<file path="src/rtl/vld_rdy_skid.sv">
// vld_rdy_skid: two-entry skid buffer on a valid/ready handshake.
// Every path that crosses the block is registered: rdy_o, vld_o and dat_o
// all come from flops. While the buffer is full, the skid register holds the
// one beat accepted in the cycle before rdy_o could react to rdy_i.
module vld_rdy_skid #(
  parameter int DW = 32
) (
  input  logic          clk,
  input  logic          rst,
  input  logic          vld_i,
  input  logic [DW-1:0] dat_i,
  output logic          rdy_o,
  output logic          vld_o,
  output logic [DW-1:0] dat_o,
  input  logic          rdy_i,
  output logic [1:0]    cnt_o
);

  // The state encoding equals the occupancy, so cnt_o is the state flops.
  typedef enum logic [1:0] {
    EMPTY = 2'd0,
    ONE   = 2'd1,
    TWO   = 2'd2
  } state_t;

  state_t        state_q, state_d;
  logic [DW-1:0] main_q,  main_d;
  logic [DW-1:0] skid_q,  skid_d;
  logic          rdy_q,   rdy_d;
  logic          vld_q,   vld_d;

  logic push;
  logic pop;

  // Handshake events use only registered ready/valid on our side.
  assign push = vld_i & rdy_q;
  assign pop  = vld_q & rdy_i;

  // Next-state, data movement and next-output decode.
  always_comb begin
    state_d = state_q;
    main_d  = main_q;
    skid_d  = skid_q;
    case (state_q)
      EMPTY: begin
        if (push) begin
          main_d  = dat_i;
          state_d = ONE;
        end
      end
      ONE: begin
        if (push && pop) begin
          main_d = dat_i;
        end else if (push) begin
          skid_d  = dat_i;
          state_d = TWO;
        end else if (pop) begin
          state_d = EMPTY;
        end
      end
      TWO: begin
        // rdy_q is low here, so no push can arrive.
        if (pop) begin
          main_d  = skid_q;
          state_d = ONE;
        end
      end
      default: begin
        state_d = EMPTY;
      end
    endcase
    // Outputs are decoded from the next state and stored in their own flops.
    rdy_d = (state_d != TWO);
    vld_d = (state_d != EMPTY);
  end

  // State, storage and output flops; reset dominates any handshake.
  always_ff @(posedge clk) begin
    if (rst) begin
      state_q <= EMPTY;
      main_q  <= '0;
      skid_q  <= '0;
      rdy_q   <= 1'b1;
      vld_q   <= 1'b0;
    end else begin
      state_q <= state_d;
      main_q  <= main_d;
      skid_q  <= skid_d;
      rdy_q   <= rdy_d;
      vld_q   <= vld_d;
    end
  end

  assign rdy_o = rdy_q;
  assign vld_o = vld_q;
  assign dat_o = main_q;
  assign cnt_o = state_q;

endmodule
</file>
<file path="config.mk">
export PLATFORM = sky130hd
export DESIGN_NAME = vld_rdy_skid
export DESIGN_NICKNAME = d
export VERILOG_FILES = /design/src/rtl/vld_rdy_skid.sv
export SDC_FILE = /design/constraint.sdc
export NUM_CORES = 1
export LEC_CHECK = 0
export CAP_MARGIN = 0
export CELL_PAD_IN_SITES_DETAIL_PLACEMENT = 1
export CELL_PAD_IN_SITES_GLOBAL_PLACEMENT = 2
export CORE_UTILIZATION = 30
export CTS_BUF_LIST = sky130_fd_sc_hd__clkbuf_2
export DETAILED_ROUTE_END_ITERATION = 7
export HOLD_SLACK_MARGIN = 0.05
export PLACE_DENSITY = 0.88
export SLEW_MARGIN = 20
export SYNTH_ARGS = -nofsm -noshare
export SYNTH_HDL_FRONTEND = slang
export SYNTH_SLANG_ARGS = --single-unit
</file>
<file path="constraint.sdc">
create_clock -name clk -period 1.3 [get_ports clk]
set_input_delay 0.26 -clock clk [delete_from_list [all_inputs] [get_ports clk]]
set_output_delay 0.26 -clock clk [all_outputs]
set_load 0.005 [all_outputs]
</file>
==> impl_metrics.toml <==
[outcome]
outcome = "complete, but fails checks"
violations = "setup timing"

[floorplanning]
pin_count = 72
die_h_um = 109
start_util_pct = 31.2
die_area_um2 = 11900
rows = 38
core-area_um2 = 11000
die_x_um = 109

[yosys]
synth_flop_cell = "dfxtp_1"
yosysTopAreaCellShare_pct = 39.7
synth_edf_count = 0
ys_warn_count = 0
synth_area_leaders = "dfxtp_1 40%, a211oi_2 22%, mux2i_1 9.3%"
synth_top_area_cell = "dfxtp_1"
synthArstFlopShare_pct = 0
syn_area_per_cell_um2 = 10.9
synth_area_um2 = 3430
synth_fp_nets = 352
synthCells = 316
yosysSeqAreaShare_pct = 39.7
ys_seq_elements = 68
synthDistinctLibCells = 29

[clock_tree]
clk_pin_slew_ns = 0.20
clkSinkCount = 68
ctsRootBufferMaster = "clkbuf_2"
clock_latency_ns = 0.55
ctsLongestPathBuffers = 2
cts_max_level = 3
cts_made_buffers = 9
cts_tree = "done"

[min_path]
holdPathStages = 2
hold_path_class = "input pin to flop"
min_from = "rst"

[placed_design]
dp_hpwl_mm = 6.58
dpl_cell_area_um2 = 4370
io_buffers = 71
place_ws_ns = -0.479
gp_congestion = 0.715

[setup_path]
slowest_delay_ns = 0.39
r2r_start = "cnt_o[1]"
end_kind = "flop"
crit_type = "flop to flop"
ff2ff_path_depth = 7
slowest_stage = "dfxtp_4"
cp.required_ns = 1.76
arrival_ns = 2.00
startpoint = "cnt_o[1]"
crit_chain = "buf_6 > and3b_4 > buf_6 > buf_12 > buf_12 > nand3_1 > a21oi_2"
critPathLaunchType = "flop"
cp_max_fo = 6

[timing]
setup_slack_ns = -0.241
drv_slew = 0
min_period_ns = 1.54
slew-limit-headroom_pct = 66.0
period_share_pct = 119
fin_hold_ws_ns = 0.166
rsz0062_at_grt = "yes"
worst_slew_pin_slew_ns = 0.509
max_freq_mhz = 649
setup_viol = 75
finalSetupTns_ns = -13.00
clock_skew_ns = 0.0427
hold_viol_final = 0

[cells_and_area]
layout-drive-gt1-share_pct = 64.2
num-nets-final = 481
final_common_cell = "a211oi_2"
antenna_cells = 0
final_cell_area_um2 = 5470
mostFrequentLayoutCells = "55 x a211oi_2, 44 x buf_4, 34 x clkdlybuf4s50_1"
syn2layout_area_growth_pct = 59.4

[routing]
dr.first_iter.drc_count = 125
drt_first_pass_iters = 5
wl_met1_mm = 5.00
routedWlPerCell_um = 21.3
drt-total-wl_mm = 12.6
viasPerCell = 5.48
dr.max_layer_used = "met4"
wl_met3_um = 660
ant_nets = 0
drc = 0
wl_met2_mm = 6.61
vias = 3234

[flow_run]
drv_cap = 0

[global_routing]
grt_max_degree = 33
grt_pass1_wl_mm = 18.6
grt_pass1_vias = 3381
grt_antenna_before_repair = 0
grt_use_total_pct = 20.8
globalRouteOverflowTotal = 0

[pwr]
p_leak_nw = 2.14
ir_worst_vdd_mv = 0.484
power_density_nw_per_um2 = 1090
==> worst max-delay path, delay by kind of cell, from the launching register on <==
| kind | cells | cell delay (ns) |
|---|---|---|
| flip-flops | 1 | 0.39 |
| AND/OR/NAND/NOR | 2 | 0.45 |
| buffers and inverters | 4 | 0.50 |
| AO/OA/AOI/OAI | 1 | 0.13 |
==> stage by stage <==
stage          std cells  power (mW)  utilization (%)
2_1_floorplan        316        3.44                -
3_3_place_gp         515        4.13             39.8
3_5_place_dp         515        4.18             39.8
4_1_cts              580        5.59             45.7
5_1_grt              590        6.24             49.8
6_report             590        5.95             49.8
==> cell usage after synthesis, types with 3 or more instances <==
cell      number
a211oi_1       4
a211oi_2      60
a21oi_1       32
buf_12         6
buf_2          8
buf_4          3
buf_6          9
clkbuf_1      10
dfxtp_1       68
mux2i_1       32
nand2_1        3
nand3_1       32
o21ai_0       33
==> what timing repair did <==
action,4_1_cts,5_1_grt
setup endpoints to repair,102,100
buffers inserted,43,8
hold buffers,0,0
cloned,6,4
pin swaps,24,31
resized for setup,219,68
==> per-layer routing <==
layer	vias up	global-route usage (%)
met1	1625	24.6
met2	114	36.9
li1	1463	-
met5	-	0
met3	32	4.00
met4	0	7.82
==> flip-flops by register name, indices dropped and copies added (netlist names) <==
| name | flops |
|---|---|
| cnt_o | 2 |
| dat_o | 32 |
| rdy_o | 1 |
| skid_q | 32 |
| vld_o | 1 |
==> cell families after synthesis <==
logic type	after synthesis	synth area share, %
compound gates	136	34.7
buf+inv	38	9.70
flops	68	39.7
mux	32	9.33
simple gates	42	6.64
==> area by class of cell <==
class | instances | area [um2]
clock buffers | 11 | 55.1
clock inverters | 5 | 28.8
fillers | 1179 | 5510
multi-input cells | 210 | 2090
flip-flops and latches | 68 | 1410
well taps | 140 | 175
repair buffers | 156 | 1710
==> final timing paths <==
kind	endpoint	slack (ns)
max	skid_q[13]	-0.24
min reg2reg	skid_q[7]	0.49
min	vld_o	0.17
max reg2reg	skid_q[13]	-0.24
==> report_power, final <==
group          switching [mW]  leakage, nW  internal, mW
Sequential              0.131        0.569          2.31
Clock                   0.830       0.0554         0.253
Combinational            1.12         1.51          1.30
Total                    2.08         2.14          3.86
(Power assumes the default switching activity.)
